### src/rtl/db_press_classifier_pkg.sv
// Shared types and default parameters for the press classifier.
package db_press_classifier_pkg;

    typedef enum logic [1:0] {
        IDLE  = 2'd0,
        PRESS = 2'd1,
        HOLD  = 2'd2
    } state_t;

    localparam int LONG_CYC_DEF = 8;
    localparam int RPT_CYC_DEF  = 4;
    localparam int HW_DEF       = 8;
    localparam int CNT_W_DEF    = 4;

endpackage

### src/rtl/db_press_classifier_if.sv
// Button-level input and classified event outputs of the press classifier.
interface db_press_classifier_if
    import db_press_classifier_pkg::*;
#(
    parameter int CNT_W = CNT_W_DEF
);
    logic             in;
    logic             cnt_clr;
    logic             short_pulse;
    logic             long_pulse;
    logic             rpt_pulse;
    logic [CNT_W-1:0] press_cnt;
    logic             busy;

    modport master (
        output in, cnt_clr,
        input  short_pulse, long_pulse, rpt_pulse, press_cnt, busy
    );

    modport slave (
        input  in, cnt_clr,
        output short_pulse, long_pulse, rpt_pulse, press_cnt, busy
    );
endinterface

### src/rtl/db_press_classifier_sat_counter.sv
// Saturating up-counter with synchronous clear; clear wins over increment.
module sat_counter #(
    parameter int W = 4
) (
    input  logic         clk,
    input  logic         rst,
    input  logic         clr,
    input  logic         inc,
    output logic [W-1:0] q
);
    always_ff @(posedge clk) begin
        if (rst || clr) begin
            q <= '0;
        end else if (inc && (q != '1)) begin
            q <= q + W'(1);
        end
    end
endmodule

### src/rtl/db_press_classifier.sv
// Turns a debounced button level into short/long/repeat event pulses and counts presses.
module db_press_classifier
    import db_press_classifier_pkg::*;
#(
    parameter int LONG_CYC = LONG_CYC_DEF,
    parameter int RPT_CYC  = RPT_CYC_DEF,
    parameter int HW       = HW_DEF,
    parameter int CNT_W    = CNT_W_DEF
) (
    input  logic                 clk,
    input  logic                 rst,
    db_press_classifier_if.slave bus
);
    state_t        state;
    logic [HW-1:0] hold_cnt;
    logic [HW-1:0] rpt_cnt;
    logic          short_q;
    logic          long_q;
    logic          rpt_q;
    logic          press_done;
    logic [CNT_W-1:0] cnt_q;

    // Same decision the FSM makes when it raises short_pulse or long_pulse.
    assign press_done = (state == PRESS) &&
                        (!bus.in || (hold_cnt == HW'(LONG_CYC - 1)));

    always_ff @(posedge clk) begin
        if (rst) begin
            state    <= IDLE;
            hold_cnt <= '0;
            rpt_cnt  <= '0;
            short_q  <= 1'b0;
            long_q   <= 1'b0;
            rpt_q    <= 1'b0;
        end else begin
            short_q <= 1'b0;
            long_q  <= 1'b0;
            rpt_q   <= 1'b0;
            case (state)
                IDLE: begin
                    if (bus.in) begin
                        state    <= PRESS;
                        hold_cnt <= HW'(1);
                    end
                end
                PRESS: begin
                    if (!bus.in) begin
                        state   <= IDLE;
                        short_q <= 1'b1;
                    end else if (hold_cnt == HW'(LONG_CYC - 1)) begin
                        state   <= HOLD;
                        long_q  <= 1'b1;
                        rpt_cnt <= '0;
                    end else begin
                        hold_cnt <= hold_cnt + HW'(1);
                    end
                end
                HOLD: begin
                    if (!bus.in) begin
                        state <= IDLE;
                    end else if (rpt_cnt == HW'(RPT_CYC - 1)) begin
                        rpt_q   <= 1'b1;
                        rpt_cnt <= '0;
                    end else begin
                        rpt_cnt <= rpt_cnt + HW'(1);
                    end
                end
                default: state <= IDLE;
            endcase
        end
    end

    sat_counter #(
        .W (CNT_W)
    ) u_press_cnt (
        .clk (clk),
        .rst (rst),
        .clr (bus.cnt_clr),
        .inc (press_done),
        .q   (cnt_q)
    );

    assign bus.short_pulse = short_q;
    assign bus.long_pulse  = long_q;
    assign bus.rpt_pulse   = rpt_q;
    assign bus.press_cnt   = cnt_q;
    assign bus.busy        = (state != IDLE);
endmodule

### src/flat_wrapper.sv
// flat-port wrapper written by rule: the top's interface ports become plain ports
module db_press_classifier_flat import db_press_classifier_pkg::*;
#(
    parameter int LONG_CYC = LONG_CYC_DEF,
    parameter int RPT_CYC  = RPT_CYC_DEF,
    parameter int HW       = HW_DEF,
    parameter int CNT_W    = CNT_W_DEF
)
  (clk, rst, bus_in, bus_cnt_clr, bus_short_pulse, bus_long_pulse, bus_rpt_pulse, bus_press_cnt, bus_busy);
  db_press_classifier_if #(.CNT_W(CNT_W)) bus_i ();
  input  logic clk;
  input  logic rst;
  input wire logic [$bits(bus_i.in)-1:0] bus_in;
  input wire logic [$bits(bus_i.cnt_clr)-1:0] bus_cnt_clr;
  output wire logic [$bits(bus_i.short_pulse)-1:0] bus_short_pulse;
  output wire logic [$bits(bus_i.long_pulse)-1:0] bus_long_pulse;
  output wire logic [$bits(bus_i.rpt_pulse)-1:0] bus_rpt_pulse;
  output wire logic [$bits(bus_i.press_cnt)-1:0] bus_press_cnt;
  output wire logic [$bits(bus_i.busy)-1:0] bus_busy;
  assign bus_i.in = bus_in;
  assign bus_i.cnt_clr = bus_cnt_clr;
  assign bus_short_pulse = bus_i.short_pulse;
  assign bus_long_pulse = bus_i.long_pulse;
  assign bus_rpt_pulse = bus_i.rpt_pulse;
  assign bus_press_cnt = bus_i.press_cnt;
  assign bus_busy = bus_i.busy;
  db_press_classifier #(.LONG_CYC(LONG_CYC), .RPT_CYC(RPT_CYC), .HW(HW), .CNT_W(CNT_W)) u_core (.clk(clk), .rst(rst), .bus(bus_i));
endmodule
### config.mk
export PLATFORM = sky130hd
export DESIGN_NAME = db_press_classifier_flat
export DESIGN_NICKNAME = d
export VERILOG_FILES = /design/src/rtl/db_press_classifier_pkg.sv /design/src/rtl/db_press_classifier_if.sv /design/src/rtl/db_press_classifier_sat_counter.sv /design/src/rtl/db_press_classifier.sv /design/src/flat_wrapper.sv
export SDC_FILE = /design/constraint.sdc
export NUM_CORES = 1
export LEC_CHECK = 0
export BUFFER_PORTS_ARGS = -buffer_cell sky130_fd_sc_hd__buf_4
export CELL_PAD_IN_SITES_DETAIL_PLACEMENT = 0
export CELL_PAD_IN_SITES_GLOBAL_PLACEMENT = 2
export CORE_MARGIN = 1
export CORE_UTILIZATION = 35
export CTS_CLUSTER_DIAMETER = 150
export DETAILED_ROUTE_END_ITERATION = 6
export GPL_TIMING_DRIVEN = 0
export PLACE_DENSITY = 0.79
export REMOVE_ABC_BUFFERS = 1
export SLEW_MARGIN = 15
export SYNTH_ARGS = -nofsm -noshare
export SYNTH_HDL_FRONTEND = slang
export SYNTH_SLANG_ARGS = --single-unit
### constraint.sdc
create_clock -name clk -period 3.5 [get_ports clk]
set_input_delay 0.175 -clock clk [delete_from_list [all_inputs] [get_ports clk]]
set_output_delay 0.175 -clock clk [all_outputs]
set_load 0.02 [all_outputs]
==> metrics.txt, run 1 <==
outcome=finished clean; Initial Utilization=0.376; Design Area, Final=~1400 um^2; main combinational cell family by area after synthesis=simple AND/OR/NAND/NOR gates; YS warnings=0; WP data arrival=between 2 and 2.5 ns; CP delay by family, top=simple AND/OR/NAND/NOR gates; Worst-path clk slew=around 0.14 ns; die height=between 60 and 70 um; Post-CTS Setup Inserts=0; Area Overhead vs Synth=12.0%; Compound-Gate Fraction of Synth Area=0.208; std cell rows=21; DIE WIDTH=approximately 63 um; Worst EP required=approximately 3.8 ns; RSZ-0062 raised after global routing=no; Post-synth EDFFs=0; CP bufs+invs=0; Synth Cell Area=1280 um^2; CTS Sinks=25; setup slack at placement=1.62 ns; first-pass GRT wire length=around 4800 um; clock root buffer master=clkbuf_4; Psw=roughly 0.00011 W; WL/cell=around 13 um; fraction of registers with async set/reset=0; share of cells above drive strength 1=0.156; Max Buffers Root-to-Sink=2; Seq/Total Area, Yosys=0.390; ant diodes=0; Ports=12; drt first pass iters=4; placed wire-length estimate=1960 um; mux cell area share after synthesis=0.0234; core area=~3400 um^2; clock power share=0.287; CP cell instances=ha_1, and4bb_2, a21boi_2, or4_1, a21boi_1; PnR worst setup slack=1.60 ns; crit end category=register; prevailing post-synth register cell=dfxtp_1; peak fanout along the critical path=7; maximum VDD drop=0.199 mV; startpoint type of the worst setup path=register; PwrDens=314 nW/um^2; Fmax=around 530 MHz; setup tns final=0 ns; Yosys reg bits=25; DR DRC count=0; Tmin final=between 1.5 and 2 ns; area of the multi-input gates=between 700 and 800 um^2; relative slew slack=0.535; Non-Filler Instances=200; H-tree Lvls=1; vias in the first global route=between 1000 and 1500; Post-Route Skew=slightly below 0.003 ns; Power Internal=~0.00034 W; synth unique cells=48; 1st-iter DRT viols=46; Routed Antenna Nets=0; largest net degree at the start of global routing=18; # port buffers=11; final setup vio count=0; die area=around 3900 um^2; drt total wl=~2700 um; dpl cell area=1410 um^2; nets=around 160; Hold WC Path Type=in2reg; WS Path Type=reg2reg; smallest hold slack=0.106 ns; crit-path max cell delay=about 0.53 ns; Worst-Margin Slew=around 0.69 ns; Mean Syn Cell Area=about 9 um^2; TritonCTS clock tree=built; part of the power in combinational logic=0.069; Hold Vio Cnt, Final=0; Cells after Synth=around 140; Post-Synth Simple-Gate Area=0.301; Reg power frac=0.644; Slowest-stage cell, CP=or4_1; Cells after DPL=a little under 200; initial antenna violation count=0; clk_lat worst skew=about 0.31 ns; FILL cells=370; TritonCTS Buffers=3; GR Util All Layers=0.150; Final Cycle Share=0.543; register area=roughly 500 um^2; xor and xnor area share after synthesis=0.0273; post-synthesis adder-cell area fraction=0.0292; max-slew violation count=0; cts repair resizes=0; Max Cap Violations=0; drt via density=about 5.5; gr ovfl total=0; gpl congestion=~0.71; CTS Hold Bufs=0; Via Count=~1100; leakage power=between 0.5 and 0.6 nW; Sw Ratio=0.238
==> power groups by stage <==
stage,sequential [W],combinational [W],clock (W)
after floorplan,0.000297,0.0000180,0
after CTS,0.000291,0.0000317,0.000138
after detailed placement,0.000297,0.0000316,0
after global placement,0.000297,0.0000309,0
after global routing,0.000292,0.0000354,0.000148
final,0.000291,0.0000314,0.000130
==> layout make-up <==
class | count | share of cell area
tap | 46 | 0.0400
timing repair buffer | 11 | 0.0574
clock buffer | 4 | 0.0183
inverter | 4 | 0.0104
sequential | 25 | 0.348
multi-input combinational | 110 | 0.526
==> cell usage after synthesis (all sizes together) (4+ instances only) <==
master  instances  area (um^2)
a21oi           5         25.0
xor2            4         35.0
o21ai           9         45.0
or3             5         31.3
nor3            5         36.3
a21boi          4         33.8
nand3           9         45.0
nand4           4         25.0
nand2          11         41.3
dfxtp          25          500
inv             4         15.0
nor2           10         37.5
==> routing by layer <==
layer  routed length, um  up-vias  share of wire  GRT usage
li1                    -      555              -          -
met1                1360      531           0.51      0.193
met2                1190       15           0.45      0.251
met3                  90        2          0.034     0.0420
met4                  18        0         0.0068     0.0262
met5                   0        -              0          0
==> sequential cells by signal, indices dropped and copies added (netlist names) <==
signal	cells
u_core.hold_cnt	8
u_core.rpt_cnt	8
u_core.u_press_cnt.q	4
u_core.state	2
u_core.bus.long_pulse	1
u_core.bus.rpt_pulse	1
u_core.bus.short_pulse	1
==> per-stage QoR <==
step	util	total power (W)
2_1_floorplan	-	0.000315
3_3_place_gp	0.413	0.000328
3_5_place_dp	0.413	0.000329
4_1_cts	0.421	0.000461
5_1_grt	0.421	0.000475
6_report	0.421	0.000452
==> cell usage in the layout, fill, tap and decap left out, types with 2 or more instances in the layout <==
master and instances:
clkbuf_4 3, a21oi_1 5, ha_1 3, and4b_1 2, and3_1 2, nand2_1 11, nor2_1 10, o31ai_1 2
and3b_1 2, and2_1 2, or3_1 5, mux2i_1 3, o21ai_0 9, inv_1 4, a21boi_0 2, or2_2 2
a31oi_1 2, xor2_1 4, nand4_1 4, nand3_1 9, nand2b_1 2, buf_4 11, a211oi_1 2, nor3_1 4
nor2b_1 2, dfxtp_1 25
==> cell families (layout without fill, tap and decap cells) <==
| kind of cell | after synthesis | in the layout |
|---|---|---|
| AND/OR/NAND/NOR | 66 | 66 |
| AO/OA/AOI/OAI | 34 | 34 |
| flip-flops | 25 | 25 |
| buffers and inverters | 7 | 19 |
| XOR/XNOR | 4 | 4 |
| adder cells (fa/ha/maj) | 3 | 3 |
| multiplexers | 3 | 3 |
==> worst paths after layout <==
path / start / cells after the start / end / slack (ns)
worst max-delay path: u_core.hold_cnt[0]$_SDFFE_PP0P_ / 5 / u_core.u_press_cnt.q[3]$_SDFFE_PP0P_ / 1.60
worst min-delay path: bus_in / 2 / u_core.bus.short_pulse$_SDFF_PP0_ / 0.11
worst max register to register: u_core.hold_cnt[0]$_SDFFE_PP0P_ / 5 / u_core.u_press_cnt.q[3]$_SDFFE_PP0P_ / 1.60
worst min register to register: u_core.rpt_cnt[7]$_SDFFE_PP0P_ / 2 / u_core.rpt_cnt[7]$_SDFFE_PP0P_ / 0.50
Power figures use the tool's default switching activity.
==> run 2, diff against run 1 <==
--- a/config.mk
+++ b/config.mk
@@ -9,11 +9,11 @@
 export CELL_PAD_IN_SITES_DETAIL_PLACEMENT = 0
 export CELL_PAD_IN_SITES_GLOBAL_PLACEMENT = 2
 export CORE_MARGIN = 1
-export CORE_UTILIZATION = 35
+export CORE_UTILIZATION = 32
 export CTS_CLUSTER_DIAMETER = 150
 export DETAILED_ROUTE_END_ITERATION = 6
 export GPL_TIMING_DRIVEN = 0
-export PLACE_DENSITY = 0.79
+export PLACE_DENSITY = 0.76
 export REMOVE_ABC_BUFFERS = 1
 export SLEW_MARGIN = 15
 export SYNTH_ARGS = -nofsm -noshare
==> constraint.sdc (replaced) <==
create_clock -name clk -period 1.5 [get_ports clk]
set_input_delay 0.075 -clock clk [delete_from_list [all_inputs] [get_ports clk]]
set_output_delay 0.075 -clock clk [all_outputs]
set_load 0.02 [all_outputs]
==> run 2 against run 1 <==
  * The flow now finishes with violations (negative setup slack)
  * Maximum frequency increased by 17%
  * Critical endpoint is now u_core.hold_cnt[1]$_SDFFE_PP0P_
  * Setup slack worse by 1.7 ns
  * Cell count is 6.5% higher
  * Critical path type unchanged
  * Critical path depth fell by 1
  * Clock skew grew 0.0062 ns
==> metrics.txt, run 2 (synthesis results as in run 1) <==
outcome=finished, violations left (was finished clean); failing checks=negative setup slack; std cell rows=22 (was 21); clock root buffer master=clkbuf_8 (was clkbuf_4); Worst-path clk slew=0.10 ns (was 0.14 ns); Sw Ratio=0.241 (was 0.238); relative slew slack=0.742 (was 0.535); H-tree Lvls=1 (unchanged); RSZ-0062 raised after global routing=yes (was no); Ports=12 (unchanged); TritonCTS Buffers=3 (unchanged); Final Cycle Share=1.08 (was 0.543); Max Cap Violations=0 (unchanged); Reg power frac=0.575 (was 0.644); DIE WIDTH=65.3 um (was 62.6 um); commonest non-fill, non-tap cell in the layout=buf_4 (was dfxtp_1); Max Buffers Root-to-Sink=2 (unchanged); final setup vio count=14 (was 0); crit end category=register (unchanged); clk_lat worst skew=0.27 ns (was 0.31 ns); GR Util All Layers=0.147 (was 0.150); vias in the first global route=1057 (was 1047); Largest regs=u_core.hold_cnt x8, u_core.rpt_cnt x8, u_core.u_press_cnt.q x4 (unchanged); CTS Sinks=25 (unchanged); WS Path Type=reg2reg (unchanged); Routed Antenna Nets=0 (unchanged); Worst-Margin Slew=0.378 ns (was 0.694 ns); drt via density=5.30 (was 5.52); peak fanout along the critical path=4 (was 7); PwrDens=709 nW/um^2 (was 314 nW/um^2); core area=3740 um^2 (was 3420 um^2); Via Count=1129 (was 1103); Tmin final=1.62 ns (was 1.90 ns); die area=4270 um^2 (was 3910 um^2); setup slack at placement=-0.386 ns (was 1.62 ns); WP data arrival=1.80 ns (was 2.16 ns); drt total wl=2820 um (was 2660 um); largest net degree at the start of global routing=18 (unchanged); share of cells above drive strength 1=0.327 (was 0.156); 1st-iter DRT viols=90 (was 46); drt first pass iters=4 (unchanged); first-pass GRT wire length=4830 um (was 4790 um); FF-to-FF End=u_core.hold_cnt[1]$_SDFFE_PP0P_ (was u_core.u_press_cnt.q[3]$_SDFFE_PP0P_); maximum VDD drop=0.297 mV (was 0.199 mV); Psw=0.000282 W (was 0.000107 W); nets=173 (was 162); leakage power=0.601 nW (was 0.520 nW); Power Internal=0.000887 W (was 0.000344 W); worst flop-to-flop path startpoint=u_core.hold_cnt[4]$_SDFFE_PP0P_ (was u_core.hold_cnt[0]$_SDFFE_PP0P_); worst hold path depth=2 (unchanged); highest-count cells in the layout ignoring fill and taps=buf_4, dfxtp_1, nand2_1, nor2_1, nand3_1 (was dfxtp_1, nand2_1, buf_4, nor2_1); gpl congestion=0.712 (was 0.706); FF-to-FF setup slack=-0.12 ns (was 1.60 ns); Worst EP required=1.67 ns (was 3.76 ns); hold path start=bus_in (unchanged); # port buffers=11 (unchanged); TritonCTS clock tree=built (unchanged); Post-Route Skew=0.00907 ns (was 0.00292 ns); clock power share=0.353 (was 0.287); Cells after DPL=198 (was 196); Hold Vio Cnt, Final=0 (unchanged); Hold EP=u_core.bus.short_pulse$_SDFF_PP0_ (unchanged); ant diodes=0 (unchanged); PnR worst setup slack=-0.124 ns (was 1.60 ns); part of the power in combinational logic=0.072 (was 0.069); R2R depth=4 (was 5); DR DRC count=0 (unchanged); FILL cells=389 (was 370); Fmax=616 MHz (was 527 MHz); gr ovfl total=0 (unchanged); max-slew violation count=0 (unchanged); Non-Filler Instances=213 (was 200); initial antenna violation count=0 (unchanged); die height=65.3 um (was 62.6 um); Initial Utilization=0.343 (was 0.376); CTS Hold Bufs=0 (unchanged); startpoint type of the worst setup path=register (unchanged); placed wire-length estimate=1930 um (was 1960 um); Hold WC Path Type=in2reg (unchanged); WL/cell=13.3 um (about the same); Area Overhead vs Synth=28.4% (was 12.0%)
run 2: final cells by class:
class,count,area (um^2),share of cell area
multi-input cells,110,837,0.508
flip-flops and latches,25,520,0.316
repair buffers,22,169,0.103
well taps,48,60.1,0.0364
clock buffers,3,41.3,0.0251
inverters,4,15.0,0.00911
clock inverters,1,5.00,0.00304
run 2: per-layer routing:
metal	routed length, um	GRT usage
met2	1250	0.237
met4	35	0.0652
met1	1480	0.193
met5	0	0
met3	62	0.0208
run 2: how the worst max path moves through the flow:
stage	startpoint	to	slack (ns)	cells after the start
2_1_floorplan	u_core.hold_cnt[0]$_SDFFE_PP0P_	u_core.u_press_cnt.q[3]$_SDFFE_PP0P_	-0.17	5
3_3_place_gp	u_core.hold_cnt[0]$_SDFFE_PP0P_	u_core.u_press_cnt.q[3]$_SDFFE_PP0P_	-0.36	5
3_5_place_dp	u_core.hold_cnt[0]$_SDFFE_PP0P_	u_core.u_press_cnt.q[3]$_SDFFE_PP0P_	-0.39	5
4_1_cts	u_core.hold_cnt[4]$_SDFFE_PP0P_	u_core.hold_cnt[1]$_SDFFE_PP0P_	-0.14	4
5_1_grt	u_core.hold_cnt[3]$_SDFFE_PP0P_	u_core.u_press_cnt.q[3]$_SDFFE_PP0P_	-0.19	5
6_report	u_core.hold_cnt[4]$_SDFFE_PP0P_	u_core.hold_cnt[1]$_SDFFE_PP0P_	-0.12	4
run 2: per-stage QoR:
step / util / power [W] / hold slack, ns / TNS [ns] / cell area (um^2)
6_report: 0.440 / 0.00117 / 0.0525 / -0.802 / 1650
5_1_grt: 0.440 / 0.00123 / 0.0585 / -1.85 / 1650
4_1_cts: 0.435 / 0.00119 / 0.0490 / -1.03 / 1630
3_5_place_dp: 0.378 / 0.000766 / 0.340 / -3.87 / 1410
3_3_place_gp: 0.378 / 0.000765 / 0.345 / -3.68 / 1410
2_1_floorplan: - / 0.000734 / 0.140 / -0.360 / 1270
run 2: power by group through the flow:
stage | combinational, W | clock, W | sequential (W)
final | 0.0000840 | 0.000413 | 0.000672
after floorplan | 0.0000421 | 0 | 0.000692
after detailed placement | 0.0000726 | 0 | 0.000693
after global placement | 0.0000724 | 0 | 0.000693
after CTS | 0.0000845 | 0.000433 | 0.000673
after global routing | 0.0000931 | 0.000463 | 0.000674
run 2: critical path, stage by stage, from the launching register on:
cell and delay (ns):
dfxtp_4 0.36, or4_4 0.58, o41ai_4 0.32, mux2i_1 0.23, nor2_1 0.05
run 2: repair_timing:
| action | in CTS | in global routing |
|---|---|---|
| setup buffers | 10 | 1 |
| endpoints found under the hold margin | 0 | 0 |
| setup endpoints to repair | 19 | 17 |
| pin swaps | 7 | 7 |
| gates resized for setup | 27 | 5 |
